--- src/rtl/weight_fetch_ctrl.sv ---
// weight_fetch_ctrl: burst reader for the weight ROM, streaming words through a 2-entry buffer
module weight_fetch_ctrl #(
  parameter int ADDR_WIDTH = 2,
  parameter int DATA_WIDTH = 16,
  parameter int CNT_WIDTH  = ADDR_WIDTH + 1
) (
  input  logic                  clk,
  input  logic                  rst,
  input  logic                  start,
  input  logic [ADDR_WIDTH-1:0] base_addr,
  input  logic [CNT_WIDTH-1:0]  count,
  output logic                  busy,
  output logic                  done,
  output logic [ADDR_WIDTH-1:0] rom_addr,
  output logic                  rom_en,
  input  logic [DATA_WIDTH-1:0] rom_data,
  output logic [DATA_WIDTH-1:0] w_data,
  output logic                  w_valid,
  input  logic                  w_ready,
  output logic                  w_last
);
  typedef enum logic [1:0] {IDLE, FETCH, DRAIN, DONE} state_t;
  state_t                state_q, state_d;
  logic [ADDR_WIDTH-1:0] base_q, base_d;
  logic [CNT_WIDTH-1:0]  cnt_q, cnt_d, rd_cnt_q, rd_cnt_d, tx_cnt_q, tx_cnt_d;
  logic                  inflight_q, inflight_d;
  logic [DATA_WIDTH-1:0] buf_q [2];
  logic [DATA_WIDTH-1:0] buf_d [2];
  logic                  head_q, head_d, tail_q, tail_d;
  logic [1:0]            occ_q, occ_d;
  logic                  pop, last_rd;
  assign busy = state_q != IDLE;
  assign done = state_q == DONE;
  always_comb begin
    w_valid    = occ_q != 2'd0;
    w_data     = buf_q[head_q];
    pop        = w_valid & w_ready;
    w_last     = w_valid && tx_cnt_q == cnt_q - CNT_WIDTH'(1);
    rom_addr   = base_q + rd_cnt_q[ADDR_WIDTH-1:0];
    // a read is only issued if its word is guaranteed a buffer slot on arrival
    rom_en     = state_q == FETCH && (3'(occ_q) + 3'(inflight_q) < 3'd2 + 3'(pop));
    last_rd    = rom_en && rd_cnt_q == cnt_q - CNT_WIDTH'(1);
    base_d     = base_q;
    cnt_d      = cnt_q;
    rd_cnt_d   = rd_cnt_q + CNT_WIDTH'(rom_en);
    tx_cnt_d   = tx_cnt_q + CNT_WIDTH'(pop);
    inflight_d = rom_en;
    buf_d      = buf_q;
    buf_d[tail_q] = inflight_q ? rom_data : buf_q[tail_q];
    tail_d     = tail_q ^ inflight_q;
    head_d     = head_q ^ pop;
    occ_d      = occ_q + 2'(inflight_q) - 2'(pop);
    state_d    = state_q;
    if (state_q == IDLE && start) begin
      base_d   = base_addr;
      cnt_d    = count;
      rd_cnt_d = '0;
      tx_cnt_d = '0;
      state_d  = count == '0 ? DONE : FETCH;
    end
    else if (state_q == FETCH)
      state_d = last_rd ? DRAIN : FETCH;
    else if (state_q == DRAIN)
      state_d = (w_last && pop) ? DONE : DRAIN;
    else if (state_q == DONE)
      state_d = IDLE;
  end
  always_ff @(posedge clk or posedge rst) begin
    if (rst) begin
      state_q    <= IDLE;
      base_q     <= '0;
      cnt_q      <= '0;
      rd_cnt_q   <= '0;
      tx_cnt_q   <= '0;
      inflight_q <= 1'b0;
      buf_q[0]   <= '0;
      buf_q[1]   <= '0;
      head_q     <= 1'b0;
      tail_q     <= 1'b0;
      occ_q      <= '0;
    end else begin
      state_q    <= state_d;
      base_q     <= base_d;
      cnt_q      <= cnt_d;
      rd_cnt_q   <= rd_cnt_d;
      tx_cnt_q   <= tx_cnt_d;
      inflight_q <= inflight_d;
      buf_q      <= buf_d;
      head_q     <= head_d;
      tail_q     <= tail_d;
      occ_q      <= occ_d;
    end
  end
endmodule

--- config.mk ---
export PLATFORM = sky130hd
export DESIGN_NAME = weight_fetch_ctrl
export DESIGN_NICKNAME = d
export VERILOG_FILES = /design/src/rtl/weight_fetch_ctrl.sv
export SDC_FILE = /design/constraint.sdc
export NUM_CORES = 1
export LEC_CHECK = 0
export BUFFER_PORTS_ARGS = -buffer_cell sky130_fd_sc_hd__buf_2
export CAP_MARGIN = 20
export CORE_AREA = 5 5 75 77
export DETAILED_ROUTE_END_ITERATION = 10
export DIE_AREA = 0 0 80 82
export PLACE_DENSITY = 0.72
export SLEW_MARGIN = 20
export SYNTH_ARGS = -nofsm -noshare
export SYNTH_HDL_FRONTEND = slang
export SYNTH_SLANG_ARGS = --single-unit
--- constraint.sdc ---
create_clock -name clk -period 2.6 [get_ports clk]
set_clock_uncertainty 0.2 [all_clocks]
set_input_delay 0.26 -clock clk [delete_from_list [all_inputs] [get_ports clk]]
set_output_delay 0.26 -clock clk [all_outputs]
set_load 0.01 [all_outputs]
# Yosys cells after proc, flatten, opt, wreduce, memory -nomap -nowiden
# Index checks and enable logic that the tools add are counted.
[totals]
n_memories = 0
mem_bits_rw = 0
latchBits = 0
ff_bits = 50
out_inout_bits = 23
rom_bits = 0
[op_classes]
n_addsub = 8
shifts = 0
eq_ne = 5
n_reduce_logical = 11
bitwise_logic = 5
muxes = 19
mul = 0
div_mod_pow = 0
magnitude_cmp = 4
[ops]
columns = ["cell", "n"]
rows = [
  ["two-way mux 16 bit", 8],
  ["bitwise mux 32 bit", 1],
  ["demux 16 bit (select 1 bit)", 1],
  ["two-way mux 2 bit", 6],
  ["adder 3 x 1 -> 3 bit", 2],
  ["== test 3 bit", 2],
  ["logical AND 1 bit", 6],
  ["two-way mux 3 bit", 2],
  ["== test 2 bit, second input constant", 2],
  ["greater-or-equal comparator 2 bit, second input constant", 2],
  ["NOT 1 -> 2 bit", 2],
  ["nonzero test 2 bit", 2],
  ["nonzero test 4 bit", 1],
  ["adder 2 x 1 -> 3 bit", 1],
  ["adder 2 x 1 -> 3 bit, first input constant", 1],
  ["logical NOT 3 bit", 1],
  ["less-than comparator 3 bit", 1],
  ["subtractor 3 x 1 -> 3 bit, second input constant", 1],
  ["adder 2 x 1 -> 2 bit", 1],
  ["adder 2 bit", 1],
  ["== test 2 x 1 -> 1 bit, second input constant", 1],
  ["logical NOT 2 bit", 1],
  ["less-than comparator 2 x 1 -> 1 bit, second input constant", 1],
  ["subtractor 2 x 1 -> 2 bit", 1],
  ["3 further kinds", 4],
]

# Depth between registers and ports, before layout
# Gate-level depths: netlist of run 1.
[logic_depth]
word_depth = 9
ltp_mapped = 8

# Worst setup path before layout of run 1
# No wires, ideal clock.
[synth_path]
path_kind = "reg-to-reg"
start = "register inflight_q"
end = "register rd_cnt_q[1]"
arrival_ns = 1.705
slack_ns = 0.574
setup_ns = 0.121
n_path_buf = 0
path_stages_with_launch = 8
path_cell_list = "dfrtp_1 -> ha_1 -> ha_1 -> nor3b_1 -> and2_1 -> ha_1 -> ha_1 -> nor2b_1"
[synth_between]
elab_chain_len = 5
[synth_lines]
columns = ["element", "line_no", "text"]
rows = [
  ["start, declared", "26", "logic inflight_q, inflight_d;"],
  ["start signal, assigned", "87", "inflight_q <= inflight_d;"],
  ["adder 2 x 1 -> 3 bit", "41", "rom_en = state_q == FETCH && (3'(occ_q) + 3'(inflight_q) < 3'd2 + 3'(pop));"],
  ["less-than comparator 3 bit", "41", ""],
  ["logical AND 1 bit", "41", ""],
  ["via rom_en", "15", "output logic rom_en,"],
  ["adder 3 x 1 -> 3 bit", "45", "rd_cnt_d = rd_cnt_q + CNT_WIDTH'(rom_en);"],
  ["two-way mux 3 bit", "54", "if (state_q == IDLE && start) begin"],
  ["via rd_cnt_d[1]", "25", "logic [CNT_WIDTH-1:0] cnt_q, cnt_d, rd_cnt_q, rd_cnt_d, tx_cnt_q, tx_cnt_d;"],
  ["end signal, assigned", "85", "rd_cnt_q <= rd_cnt_d;"],
  ["end, declared", "25", ""],
]
# The timed path passes the listed nets, and every way through them passes these cells.
# A chain may end at the register's enable or synchronous reset.

# Worst setup path after layout of run 1
[layout_path]
start = "register cnt_q[0]"
end = "output w_last"
[layout_between]
elab_chain_len = 3
[layout_lines]
columns = ["element", "line_no", "text"]
rows = [
  ["start, declared", "25", ""],
  ["start signal, assigned", "84", "cnt_q <= cnt_d;"],
  ["subtractor 3 x 1 -> 3 bit", "38", "w_last = w_valid && tx_cnt_q == cnt_q - CNT_WIDTH'(1);"],
  ["== test 3 bit", "38", ""],
  ["logical AND 1 bit", "38", ""],
  ["end, declared", "20", "output logic w_last"],
]
# Every way passes these cells.

==> results of run 1 <==
cell usage in the layout (no fill, tap or decap), types with 4 or more instances in the layout:
cell,Yosys,layout
xnor2_1,10,10
buf_4,2,5
inv_1,8,7
dfrtp_1,50,50
o21ai_0,4,4
ha_1,10,10
buf_2,4,47
dlygate4sd3_1,0,14
mux2_2,51,51
xor2_1,4,4
nor2b_1,5,5
clkbuf_8,0,5
cells by family (layout without fill, tap and decap cells):
| kind of cell | count (synthesis) | after routing | synth area share |
|---|---|---|---|
| muxes | 51 | 51 | 0.245 |
| DFF | 50 | 50 | 0.535 |
| and+or+nand+nor | 21 | 21 | 0.0551 |
| xor gates and xnor gates | 15 | 15 | 0.0620 |
| buffers and inverters | 14 | 82 | 0.0278 |
| adders and majority gates | 10 | 10 | 0.0535 |
| AOI/OAI and AO/OA | 7 | 7 | 0.0214 |
path summary, 6_finish.rpt:
kind	depth (start not counted)	end	slack [ns]
worst max register to register	7	rd_cnt_q[1]$_DFF_PP0_	0.53
worst max-delay path	6	w_last	0.32
min in group asynchronous	3	buf_q[4]$_DFFE_PP0P_	0.35
max in group asynchronous	4	buf_q[26]$_DFFE_PP0N_	1.25
worst min-delay path	2	base_q[0]$_DFFE_PP0P_	0.008
worst min register to register	1	tail_q$_DFF_PP0_	0.30
cell type report:
type / count / area (um^2) / share of cell area
Multi-Input combinational cell: 104 / 1020 / 0.351
Tap cell: 70 / 87.6 / 0.0300
Sequential cell: 50 / 1250 / 0.429
Clock inverter: 2 / 37.5 / 0.0129
Clock buffer: 6 / 72.6 / 0.0249
Inverter: 8 / 30.0 / 0.0103
Timing Repair Buffer: 66 / 413 / 0.142
state kept, by name, summed over array words and instances, names as in the netlist:
register	flops
buf_q	32
cnt_q	3
rd_cnt_q	3
tx_cnt_q	3
base_q	2
occ_q	2
state_q	2
head_q	1
inflight_q	1
tail_q	1
report_power, final:
group          internal, W  total, W  switching [W]
Clock             0.000287  0.000532       0.000245
Combinational      0.00104   0.00181       0.000772
Sequential         0.00117   0.00142       0.000243
metrics by stage:
step           instances  cell area, um^2
6_report             306             2920
5_1_grt              306             2920
4_1_cts              299             2850
3_5_place_dp         284             2670
3_3_place_gp         284             2670
2_1_floorplan        168             2340
per-layer routing:
metal	wire, um	GRT usage	part of all wire	vias up
li1	-	-	-	714
met1	1820	0.166	0.45	693
met2	1980	0.242	0.49	30
met3	209	0.0450	0.052	2
met4	19	0.0355	0.0047	0
met5	0	0	0	-
==> qor.csv, run 1 <==
metric,value,unit
row count,26,
largest net degree at the start of global routing,29,
sequential area share after synthesis,0.535,
"Slew Viols, Final",0,
RePlAce Congestion,0.740,
initial core utilization,0.473,
Worst Path Buf+Inv,2,
gr ovfl total,0,
Hold Buf Count CTS,7,
"delay-heaviest family, CP",flip-flops,
Fmax,438,MHz
fin worst setup slack,0.319,ns
final period utilization,0.877,
Period minus WS final,2.28,ns
RSZ-0062 raised after global routing,false,
final routed DRC violation total,0,
static leakage power,1.35,nW
Startpoint Class,flip-flop,
Core Box Area,4940,um^2
number of diodes,0,
"top cells by count, synth","mux2_2, dfrtp_1, ha_1, xnor2_1, inv_1",
Initial DRC Count,30,
Crit path arrival time,1.82,ns
top cell type's share of synthesized area,0.535,
vias in the first global route,1547,
worst skew pair latency,0.30,ns
crit-path cells,inv_1 > ha_1 > xnor3_1 > nand3_2 > and2b_2 > buf_2,
PwrDens,1290,nW/um^2
Syn-to-layout area delta,24.6,%
synthesis-stage register bit count,50,
Antenna Violating Nets Remaining,0,
critical setup path kind,reg2out,
Die Y,82,um
CTS max path bufs,2,
Final Hold Viols,0,
WP data required,2.14,ns
worst hold slack,0.00816,ns
# IOs,48,
routed vias/inst,4.70,
Least-Margin Pin Slew,0.573,ns
Setup Viol. Count Final,0,
min-delay worst type,in2reg,
HP Start,base_addr[0],
async set or reset register ratio after synthesis,1.00,
CTS sink cnt,50,
Worst setup startpoint,cnt_q[0]$_DFFE_PP0P_,
fillcell total,430,
Setup TNS Final,0,ns
Total Power,0.00376,W
Gate Count Post-Synth,168,
routed length per instance,13.2,um
port bufs,47,
Post-synth EDFFs,0,
main flop type after synthesis,dfrtp_1,
PostCTS Resize Cnt,0,
Worst path slowest cell,dfrtp_1,
DR vias,1439,
Final Util,0.590,
most common cell in the netlist,mux2_2,
post-synth top area cell,dfrtp_1,
Peak VDD IR,0.541,mV
initial antenna violation count,0,
# Post-CTS Setup Buffers,0,
synthesized area per cell,13.9,um^2
die area,6560,um^2
Initial DRT Pass Iterations,2,
GR Util All Layers,0.139,
synth warn,0,
synth top area cells,"dfrtp_1, mux2_2, ha_1",
critical-path maximum fanout,3,
proportion of layout cells with a drive suffix above 1,0.496,
critical path capture point type,output port,
Die Width,80,um
status,finished clean,
CTS tree,yes,
CTS Buf Count,5,
Netlist cell types,24,
slew margin rel.,0.617,
Post-DP HPWL,3.02,mm
first-pass GRT wire length,7.09,mm
dpl ws,0.499,ns
H-tree levels,2,
mapped cell area,2340,um^2
max-cap viol count,0,
max incr delay on CP,0.42,ns
CTS root buf,clkbuf_8,
syn nets,203,
nets@finish,270,
drt total wl,4.03,mm
"Reg clk slew, reported paths",0.08,ns
R2R Path Start,inflight_q$_DFF_PP0_,
(Power assumes the default switching activity.)
==> run 2: changes to the inputs <==
--- a/config.mk
+++ b/config.mk
@@ -5,12 +5,14 @@
 export SDC_FILE = /design/constraint.sdc
 export NUM_CORES = 1
 export LEC_CHECK = 0
+export ABC_AREA = 1
 export BUFFER_PORTS_ARGS = -buffer_cell sky130_fd_sc_hd__buf_2
 export CAP_MARGIN = 20
-export CORE_AREA = 5 5 75 77
+export CORE_AREA = 5 5 76 78
 export DETAILED_ROUTE_END_ITERATION = 10
-export DIE_AREA = 0 0 80 82
-export PLACE_DENSITY = 0.72
+export DIE_AREA = 0 0 81 83
+export GPL_TIMING_DRIVEN = 0
+export PLACE_DENSITY = 0.78
 export SLEW_MARGIN = 20
 export SYNTH_ARGS = -nofsm -noshare
 export SYNTH_HDL_FRONTEND = slang
==> qor.csv, run 2 <==
metric,value,unit
status,finished clean,
RSZ-0062 raised after global routing,false,
top cell type's share of synthesized area,0.463,
WL met1,2.86,mm
Final Hold Viols,0,
r2r setup slk,0.54,ns
vias in the first global route,2448,
H-tree levels,2,
nets@finish,420,
# IOs,48,
"Slew Viols, Final",0,
die area,6720,um^2
fin worst setup slack,0.413,ns
port bufs,47,
critical-path maximum fanout,4,
synth warn,0,
Register Area,1250,um^2
largest family of logic cells by synthesized area,compound AO/OA/AOI/OAI gates,
mapped cell area,2710,um^2
DR vias,2415,
CTS Buf Count,5,
sw frac,0.471,
WP data required,2.14,ns
Multi-input gate area,1190,um^2
RePlAce Congestion,0.805,
dpl ws,0.547,ns
adder-cell area share of the yosys netlist,0.0463,
most frequent cells in the layout,"nand2_1, buf_2, dfrtp_1",
first-pass GRT wire length,11.1,mm
Comb pwr share,0.587,
Syn-to-layout area delta,16.7,%
compound-gate portion of the synthesized area,0.187,
Initial DRT Pass Iterations,4,
sequential area share after synthesis,0.463,
number of diodes,0,
Die Width,81,um
Core Box Area,5010,um^2
CTS root buf,clkbuf_8,
"most common cell after layout, fill and taps aside",nand2_1,
PostCTS Resize Cnt,0,
R2R depth,8,
post-synth top area cell,dfrtp_1,
Period minus WS final,2.19,ns
r2r endpoint,rd_cnt_q[2]$_DFF_PP0_,
routed vias/inst,5.31,
sequential power share,0.317,
Startpoint Class,flip-flop,
Antenna Violating Nets Remaining,0,
row count,26,
Synth Area in Simple Gates,0.170,
Crit path arrival time,1.73,ns
async set or reset register ratio after synthesis,1.00,
most common cell in the netlist,nand2_1,
Setup TNS Final,0,ns
worst skew pair latency,0.30,ns
initial antenna violation count,0,
max reg flops,32,
Fmax,457,MHz
Initial DRC Count,158,
sw power,0.00215,W
routed wl met2,3.19,mm
initial core utilization,0.540,
critical path capture point type,output port,
Post-DP HPWL,4.64,mm
slew margin rel.,0.624,
Int Pwr,0.00241,W
Hold Path Cell Cnt,3,
GR Util All Layers,0.208,
CTS sink cnt,50,
clock share of power,0.095,
static leakage power,1.58,nW
"top cells by count, synth","nand2_1, dfrtp_1, nor2_1, inv_1, a31oi_1",
Post-synth EDFFs,0,
routed length per instance,14.4,um
synthesized area per cell,8.27,um^2
Synth Area in XOR/XNOR,0.0356,
Die Y,83,um
Gate Count Post-Synth,327,
HP Start,rom_data[3],
fillcell total,463,
Peak VDD IR,0.631,mV
Hold Path End,buf_q[19]$_DFFE_PP0N_,
main flop type after synthesis,dfrtp_1,
CTS tree,yes,
PwrDens,1440,nW/um^2
Top Metal Used,met4,
post-synthesis mux area share,0,
R2R Path Start,inflight_q$_DFF_PP0_,
syn nets,362,
critical setup path kind,reg2out,
# Post-CTS Setup Buffers,0,
routed wl met3,382,um
final routed DRC violation total,0,
largest net degree at the start of global routing,30,
Netlist cell types,24,
synth top area cells,"dfrtp_1, nand2_1, a31oi_1",
Least-Margin Pin Slew,0.564,ns
CTS max path bufs,2,
min-delay worst type,in2reg,
max-cap viol count,0,
final period utilization,0.841,
drt total wl,6.53,mm
"Reg clk slew, reported paths",0.09,ns
gr ovfl total,0,
final cell count without fillers,455,
synthesis-stage register bit count,50,
proportion of layout cells with a drive suffix above 1,0.221,
Biggest register,buf_q,
Setup Viol. Count Final,0,
Post-Place Cells,445,
run 2: cell types whose count changed in the layout (fill, tap and decap cells not counted), sizes merged, moves of 3 or more:
cell         previous run  this run
a21oi                   0        17
a31oi                   0        32
buf                    52        63
clkbuf                  6         9
dlygate4sd3            14         3
inv                     8        38
mux2                   51         0
nand2                   3        60
nand3                   1         5
nor2                    4        44
nor2b                   5         0
o21ai                   5        35
xnor2                  10         6
run 2: timing repair:
item | CTS | global route
hold endpoints to repair | 23 | 0
setup endpoints to repair | 0 | 0
hold buffers | 3 | 0
run 2: routing by layer:
| layer | track usage | vias up |
|---|---|---|
| li1 | - | 1184 |
| met1 | 0.275 | 1137 |
| met2 | 0.348 | 83 |
| met3 | 0.0260 | 11 |
| met4 | 0.0676 | 0 |
| met5 | 0 | - |
run 2: layout make-up:
| cell class | count | share of cell area |
|---|---|---|
| Timing Repair Buffer | 51 | 0.0903 |
| Sequential cell | 50 | 0.396 |
| Clock buffer | 6 | 0.0230 |
| Inverter | 39 | 0.0471 |
| Tap cell | 70 | 0.0277 |
| Buffer | 18 | 0.0372 |
| Clock inverter | 1 | 0.00238 |
| Multi-Input combinational cell | 220 | 0.376 |
run 2: worst max-delay path by stage:
stage                              start                     to  slack [ns]
floorplan           inflight_q$_DFF_PP0_  rd_cnt_q[2]$_DFF_PP0_        0.64
global placement                     rst  buf_q[24]$_DFFE_PP0N_        0.33
detailed placement  inflight_q$_DFF_PP0_  rd_cnt_q[2]$_DFF_PP0_        0.55
CTS                 inflight_q$_DFF_PP0_                 rom_en        0.40
global route        inflight_q$_DFF_PP0_                 rom_en        0.32
finish              inflight_q$_DFF_PP0_                 rom_en        0.41
run 2: cells by family after synthesis:
family | after synthesis
flip-flops | 50
AO/OA/AOI/OAI | 84
XOR/XNOR | 11
AND/OR/NAND/NOR | 115
adder cells (fa/ha/maj) | 10
buffers and inverters | 57
run 2: per-stage QoR:
| step | power [W] | hold WS [ns] | area, um^2 | util |
|---|---|---|---|---|
| finish | 0.00456 | 0.0301 | 3160 | 0.630 |
| floorplan | 0.00332 | 0.170 | 2710 | - |
| global route | 0.00496 | 0.0540 | 3160 | 0.630 |
| CTS | 0.00456 | 0.0346 | 3160 | 0.630 |
| detailed placement | 0.00411 | 0.120 | 3050 | 0.608 |
| global placement | 0.00399 | 0.254 | 3030 | 0.604 |
run 2: worst max-delay path, stage by stage (launching register included):
cell	delay (ns)
dfrtp_1	0.41
ha_1	0.21
ha_1	0.16
or2_1	0.23
a21oi_2	0.23
buf_2	0.19
run 2: power groups by stage:
stage / logic, W / registers (W) / clock network, W
2_1_floorplan: 0.00193 / 0.00139 / 0
3_3_place_gp: 0.00256 / 0.00143 / 0
3_5_place_dp: 0.00265 / 0.00146 / 0
4_1_cts: 0.00267 / 0.00144 / 0.000442
5_1_grt: 0.00300 / 0.00150 / 0.000465
6_report: 0.00268 / 0.00145 / 0.000433
